--- config.mk ---
export PLATFORM = sky130hd
export DESIGN_NAME = accum_out_skew_ctrl
export DESIGN_NICKNAME = d
export VERILOG_FILES = /design/src/rtl/accum_skew_pkg.sv /design/src/rtl/accum_out_skew_ctrl_up_counter.sv /design/src/rtl/accum_out_skew_ctrl.sv
export SDC_FILE = /design/constraint.sdc
export NUM_CORES = 1
export LEC_CHECK = 0
export ABC_AREA = 1
export BUFFER_PORTS_ARGS = -buffer_cell sky130_fd_sc_hd__clkbuf_2
export CAP_MARGIN = 20
export CELL_PAD_IN_SITES_DETAIL_PLACEMENT = 1
export CELL_PAD_IN_SITES_GLOBAL_PLACEMENT = 2
export CORE_AREA = 2 2 95 97
export DETAILED_ROUTE_END_ITERATION = 8
export DIE_AREA = 0 0 97 99
export GPL_TIMING_DRIVEN = 0
export PLACE_DENSITY = 0.86
export SETUP_SLACK_MARGIN = 0.5
export SYNTH_ARGS = -nofsm -noshare
export SYNTH_HDL_FRONTEND = slang
export SYNTH_SLANG_ARGS = --single-unit
--- constraint.sdc ---
create_clock -name clk -period 5.4 [get_ports clk]
set_input_delay 0.54 -clock clk [delete_from_list [all_inputs] [get_ports clk]]
set_output_delay 0.54 -clock clk [all_outputs]
set_load 0.02 [all_outputs]
--- src/rtl/accum_skew_pkg.sv ---
// Shared types and defaults for the accumulator-output deskew sequencer.
package accum_skew_pkg;

    localparam int DEFAULT_COUNT_WIDTH = 16;

    typedef enum logic [1:0] {
        IDLE,
        FILL,
        STREAM,
        DONE
    } skew_ctrl_state_t;

endpackage

--- src/rtl/accum_out_skew_ctrl_up_counter.sv ---
// Up counter with synchronous clear and increment enable; clear wins over increment.
module up_counter #(
    parameter int WIDTH = 8
) (
    input  logic             clk,
    input  logic             rst,
    input  logic             clr,
    input  logic             inc,
    output logic [WIDTH-1:0] count
);

    // NOTE: sequential state uses non-blocking assignments so every flop samples pre-edge values.
    always_ff @(posedge clk or posedge rst) begin
        if (rst) begin
            count <= '0;
        end else if (clr) begin
            count <= '0;
        end else if (inc) begin
            count <= count + WIDTH'(1);
        end
    end

endmodule

--- src/rtl/accum_out_skew_ctrl.sv ---
// Sequencer for the deskew FIFO bank: skew fill, valid/ready streaming of one tile,
// backpressure stall of the array and FIFO bank, and a completion pulse.
module accum_out_skew_ctrl
    import accum_skew_pkg::*;
#(
    parameter int ARRAY_HEIGHT = 4,
    parameter int COUNT_WIDTH  = DEFAULT_COUNT_WIDTH
) (
    input  logic                   clk,
    input  logic                   rst,
    input  logic                   start,
    input  logic [COUNT_WIDTH-1:0] num_vec,
    output logic                   fifo_en,
    output logic                   fifo_enq,
    output logic                   array_stall,
    output logic                   out_valid,
    input  logic                   out_ready,
    output logic                   out_last,
    output logic [COUNT_WIDTH-1:0] vec_idx,
    output logic                   busy,
    output logic                   done
);

    localparam int FILL_W    = (ARRAY_HEIGHT > 1) ? $clog2(ARRAY_HEIGHT) : 1;
    localparam int FILL_LAST = (ARRAY_HEIGHT > 1) ? ARRAY_HEIGHT - 2 : 0;

    skew_ctrl_state_t       state_q, state_d;
    logic [COUNT_WIDTH-1:0] num_vec_q;
    logic [FILL_W-1:0]      fill_cnt;
    logic                   start_ok;
    logic                   xfer;
    logic                   at_last;

    assign start_ok = (state_q == IDLE) && start;
    assign xfer     = out_valid && out_ready;
    assign at_last  = (vec_idx == num_vec_q - COUNT_WIDTH'(1));

    up_counter #(.WIDTH(FILL_W)) u_fill_cnt (
        .clk   (clk),
        .rst   (rst),
        .clr   (start_ok),
        .inc   (state_q == FILL),
        .count (fill_cnt)
    );

    up_counter #(.WIDTH(COUNT_WIDTH)) u_vec_idx (
        .clk   (clk),
        .rst   (rst),
        .clr   (start_ok),
        .inc   (xfer),
        .count (vec_idx)
    );

    // busy and done are registered from the next state so they line up with it.
    always_ff @(posedge clk or posedge rst) begin
        if (rst) begin
            state_q   <= IDLE;
            num_vec_q <= '0;
            busy      <= 1'b0;
            done      <= 1'b0;
        end else begin
            state_q <= state_d;
            busy    <= (state_d == FILL) || (state_d == STREAM);
            done    <= (state_d == DONE);
            if (start_ok) begin
                num_vec_q <= num_vec;
            end
        end
    end

    // NOTE: each combinational block assigns defaults first so no latch is inferred.
    always_comb begin
        state_d = state_q;
        case (state_q)
            IDLE: begin
                if (start) begin
                    if (num_vec == '0) begin
                        state_d = DONE;
                    end else if (ARRAY_HEIGHT == 1) begin
                        state_d = STREAM;
                    end else begin
                        state_d = FILL;
                    end
                end
            end
            FILL: begin
                if (fill_cnt == FILL_W'(FILL_LAST)) begin
                    state_d = STREAM;
                end
            end
            STREAM: begin
                if (xfer && at_last) begin
                    state_d = DONE;
                end
            end
            DONE:    state_d = IDLE;
            default: state_d = IDLE;
        endcase
    end

    // In STREAM the strobes follow out_ready directly so a stall freezes the bank the same cycle.
    always_comb begin
        fifo_en     = 1'b0;
        fifo_enq    = 1'b0;
        array_stall = 1'b0;
        out_valid   = 1'b0;
        out_last    = 1'b0;
        case (state_q)
            FILL: begin
                fifo_en  = 1'b1;
                fifo_enq = 1'b1;
            end
            STREAM: begin
                out_valid   = 1'b1;
                out_last    = at_last;
                fifo_en     = out_ready;
                fifo_enq    = out_ready;
                array_stall = !out_ready;
            end
            default: ;
        endcase
    end

endmodule

==> Word-level counts from Yosys, hierarchy flattened <==
Index checks and enable logic that the tools add are counted.
{ "classes": {"eq_ne": 8, "n_addsub": 3, "reduce_logical": 9, "mux": 13} }
{ "op_table": {"columns": ["op", "n"], "rows": [
  ["$mux 16", 2],
  ["$add 16x1->16 const B", 1],
  ["$eq 16x16->1", 1],
  ["$logic_not 16->1", 1],
  ["$sub 16x1->16 const B", 1],
  ["$mux 2", 6],
  ["$eq 2x2->1 const B", 5],
  ["$pmux 2 s4", 1],
  ["$eq 2x1->1 const B", 2],
  ["$reduce_bool 2->1", 2],
  ["$logic_and 1x1->1", 3],
  ["$mux 1", 3],
  ["$add 2x1->2 const B", 1],
  ["$logic_not 2->1", 1],
  ["$pmux 1 s2", 1],
  ["$logic_not 1->1", 1],
  ["$logic_or 1x1->1", 1]
]} }
{ "word_totals": {"out_inout_bits": 23, "inputBits": 20, "register_bits": 38} }

==> Longest topological paths before layout <==
{ "logic_depth": {"depth_word": 8, "depth_mapped": 14, "mapped_depth_nobuf": 14} }

==> By module <==
Synthesis repeated with hierarchy kept, for this count alone.
{ "hier_totals": {"cells_unflattened": 408, "hier_area_um2": 2766.4} }
{ "by_module_without_submodules": {"columns": ["mod", "instances", "cells_each", "area_each_um2", "seq_area_each_um2"], "rows": [
  ["accum_out_skew_ctrl", 1, 267, 1680.4, 500.5],
  ["up_counter (u_vec_idx)", 1, 129, 996.0, 400.4],
  ["up_counter (u_fill_cnt)", 1, 12, 90.1, 50.0]
]} }

==> Worst setup path before layout <==
No wires, ideal clock.
{ "synth_timing": {"kind": "reg2out", "startpoint": "reg state_q[0]", "endpoint": "out fifo_enq", "n_path_buf": 1, "stages_incl_launch_ff": 6, "required_ns": 4.860, "t_arrival_ns": 1.779, "slack_ns": 3.081, "path_cell_list": "dfrtp_1 inv_1 ha_1 nand2_1 a21boi_0 buf_4"} }
{ "synth_between": {"elab_chain_cells": 2, "word_cells_on_any_way": 3} }
{ "synth_lines": {"columns": ["item", "line", "text"], "rows": [
  ["start: declaration", "accum_out_skew_ctrl.sv:27", "skew_ctrl_state_t state_q, state_d;"],
  ["start signal: assignment", "accum_out_skew_ctrl.sv:62", "state_q <= state_d;"],
  ["$eq 2x2->1 or $eq 2x1->1 (tied branches)", null, null],
  ["$pmux 1 s2 (*)", null, null],
  ["end: declaration", "accum_out_skew_ctrl.sv:14", "output logic fifo_enq,"]
]} }
Every way passes the cells marked *; elsewhere a longest branch is shown, timed or not.

==> Final worst setup path <==
{ "layout_timing": {"startpoint": "reg num_vec_q[0]", "endpoint": "out out_last"} }
{ "layout_between": {"elab_chain_cells": 3} }
{ "layout_lines": {"columns": ["item", "line", "text"], "rows": [
  ["start: declaration", "accum_out_skew_ctrl.sv:28", "logic [COUNT_WIDTH-1:0] num_vec_q;"],
  ["start signal: assignment", "accum_out_skew_ctrl.sv:66", "num_vec_q <= num_vec;"],
  ["$sub 16x1->16", "accum_out_skew_ctrl.sv:36", "assign at_last = (vec_idx == num_vec_q - COUNT_WIDTH'(1));"],
  ["$eq 16x16->1", "accum_out_skew_ctrl.sv:36", null],
  ["$mux 1", "accum_out_skew_ctrl.sv:108", "case (state_q)"],
  ["end: declaration", "accum_out_skew_ctrl.sv:18", "output logic out_last,"]
]} }
Every way passes these cells.

==> impl_metrics.json <==
{
  "outcome": "completed",
  "max-cap-violations": 0,
  "routed_wl_um": 7810,
  "startpoint": "num_vec_q[0]$_DFFE_PP0P_",
  "cpMostUsedCell": "nand2_1",
  "layout.cells.non_filler": 508,
  "cts_sinks": 38,
  "antenna_cells": 0,
  "synth_area_sq_um": 2540,
  "hold_class": "input port to asynchronous set/reset pin",
  "syn-num-nets": 379,
  "max_slew_margin_pct": 44.4,
  "cellLeakagePower_nw": 1.51,
  "nFillCells": 1072,
  "routed_via_density": 4.80,
  "reg2reg_to": "busy$_DFF_PP0_",
  "slowest_delay_ns": 0.42,
  "syn_avg_cell_area_sq_um": 7.23,
  "worst-setup-path-type": "flop to output port",
  "synth_common_cells": "nand2_1 (98), inv_1 (41), dfrtp_1 (38)",
  "fin_crit_ns": 2.83,
  "coreArea_sq_um": 8550,
  "crit_path_end_kind": "output port",
  "grt_max_degree": 39,
  "dieArea_sq_um": 9600,
  "dpl.hpwl_um": 6440,
  "synth_most_common_cell": "nand2_1",
  "power.density_nw_per_um2": 488,
  "setup_ws_ns": 2.57,
  "synthArstFlopShare_pct": 100,
  "synth_top_area_share_pct": 37.5,
  "drive_gt1_share_pct": 17.5,
  "synthToLayoutAreaGrowth_pct": 16.6,
  "root_buffer": "clkbuf_8",
  "path_cells": "inv_1 -> ha_1 -> nand2_4 -> nor2_2 -> nand2_1 -> nand2_1 -> nand2_1 -> nor3_1 -> nand3_1 -> nor3_2 -> clkbuf_2",
  "drt_iter0_drc": 59,
  "setup_violations": 0,
  "timing.rr.start": "num_vec_q[0]$_DFFE_PP0P_",
  "yosysTopAreaCell": "dfrtp_1",
  "cts_tree": "done",
  "ir_worst_vdd_v": 0.000312,
  "clkTransAtPathRegs_ns": 0.07,
  "max_freq_mhz": 354,
  "synthCells": 351,
  "crit_path_max_fanout": 6,
  "clk_path_buf_depth": 2,
  "route.detailed.drc": 0,
  "globalplace.congestion": 0.786,
  "portBuffers": 42,
  "finalClockSkew_ns": 0.00389,
  "hold_buffers": 0,
  "gr-usage-met3_pct": 1.99,
  "r2r_cells": 13,
  "placed_cells": 501,
  "ys_seq_area_share_pct": 37.5,
  "reg2reg_slack_ns": 2.89,
  "pre_cts_slack_ns": 2.86,
  "grt_pass1_wl_um": 13000,
  "rsz0062_at_grt": "false",
  "busiest_layer": "met2",
  "cts_resized": 0,
  "postCtsSetupBuffers": 0,
  "die_h_um": 99,
  "ys_dominant_reg_cell": "dfrtp_1",
  "clkLatencyLatePin_ns": 0.28,
  "cts_htree_levels": 2,
  "yosysUniqueCellTypes": 36,
  "synth_warnings": 0,
  "initial_core_util_pct": 29.7,
  "pin_count": 43,
  "nets": 428,
  "row_count": 34,
  "grtUsageMet2_pct": 31.1,
  "required_ns": 4.86,
  "worstSetupStartpointType": "flop",
  "setup_tns_ns": 0,
  "worstSetupEndpoint": "out_last",
  "ant_nets": 0,
  "cts_made_buffers": 5,
  "crit_arrival_ns": 2.29,
  "ys_seq_elements": 38,
  "track_usage_pct": 16.8,
  "fin_crit_sh_pct": 52.3,
  "utilization_pct": 34.6,
  "grt_pass1_vias": 2574,
  "met1_usage_pct": 20.7,
  "critical_path.slowest_cell": "dfrtp_1",
  "antenna_found_initial": 0,
  "drt-wirelength-per-cell_um": 15.4,
  "vias": 2439,
  "tightest_slew_ns": 0.833,
  "hold_violations": 0,
  "first_pass_iters": 4,
  "synth_edf_count": 0,
  "synth.area.top_cells": "dfrtp_1 (37%), nand2_1 (15%), inv_1 (6.1%)",
  "die_w_um": 97,
  "overflow": 0,
  "slew_viol_final": 0
}
[cells in the final DEF (no fill, tap or decap), types with 2 or more instances in the layout]
master    netlist  final
nand2_1        98     98
clkbuf_2        1     43
inv_1          41     40
dfrtp_1        38     38
nor2_1         32     32
o21ai_0        23     23
nand3_1        20     20
a21oi_1        14     14
xor2_1         14     14
nor3_1         10     10
ha_1            8      8
clkbuf_1        4      6
nor2_2          6      6
nand4_1         5      5
nand3b_1        5      5
clkbuf_8        0      5
inv_2           2      3
nor4_1          3      3
o21ai_1         3      3
xnor2_1         3      3
a211oi_1        2      2
nor3_2          2      2
a31oi_1         2      2
nor2_4          2      2
[power breakdown]
part           internal [mW]  switching (mW)
clock                 0.0890          0.0950
combinational          0.272           0.518
sequential             0.373          0.0960
[cell families (layout without fill, tap and decap cells)]
| group | count (synthesis) | in the layout | share of synthesized area, % |
|---|---|---|---|
| adder cells (fa/ha/maj) | 8 | 8 | 3.95 |
| buffers and inverters | 51 | 100 | 8.04 |
| AO/OA/AOI/OAI | 48 | 48 | 10.3 |
| XOR/XNOR | 17 | 17 | 5.87 |
| AND/OR/NAND/NOR | 189 | 189 | 34.4 |
| flip-flops | 38 | 38 | 37.5 |
[sequential cells by signal, summed over array words and instances, names as in the netlist]
name	cells
u_fill_cnt.count	2
busy	1
num_vec_q	16
done	1
state_q	2
u_vec_idx.count	16
[critical path, delay by kind of cell (launching register included)]
family        cells  cell delay, ns
fa+ha+maj         1            0.28
buf+inv           2            0.35
flops             1            0.42
simple gates      8            0.95
[layout make-up]
class / count / area [sq um] / share of cell area (%)
inverter: 44 / 165 / 5.58
tap: 108 / 135 / 4.57
multi-input combinational: 262 / 1380 / 46.7
clock buffer: 7 / 76.3 / 2.58
timing repair buffer: 42 / 210 / 7.11
sequential: 38 / 951 / 32.1
buffer: 7 / 38.8 / 1.31
[layer usage]
| layer | vias to the layer above | share of wire, % |
|---|---|---|
| li1 | 1225 | - |
| met1 | 1181 | 46 |
| met2 | 25 | 50 |
| met3 | 8 | 1.9 |
| met4 | 0 | 1.5 |
| met5 | - | 0 |
[through the flow]
step	power (mW)	hold slack [ns]	area [sq um]
2_1_floorplan	1.04	0.453	2540
3_3_place_gp	1.24	0.473	2880
3_5_place_dp	1.27	0.489	2880
4_1_cts	1.46	0.430	2960
5_1_grt	1.59	0.464	2960
6_report	1.44	0.402	2960
[worst min-delay path by stage]
stage,end,startpoint,slack [ns],cells past startpoint
after global placement,num_vec_q[1]$_DFFE_PP0P_,num_vec_q[1]$_DFFE_PP0P_,0.47,2
final,u_vec_idx.count[15]$_DFFE_PP0P_,rst,0.40,2
after detailed placement,num_vec_q[15]$_DFFE_PP0P_,num_vec_q[15]$_DFFE_PP0P_,0.49,2
after global routing,u_vec_idx.count[15]$_DFFE_PP0P_,rst,0.46,2
after CTS,u_vec_idx.count[12]$_DFFE_PP0P_,rst,0.43,2
after floorplan,num_vec_q[1]$_DFFE_PP0P_,num_vec_q[1]$_DFFE_PP0P_,0.45,2
(Power assumes the default switching activity.)
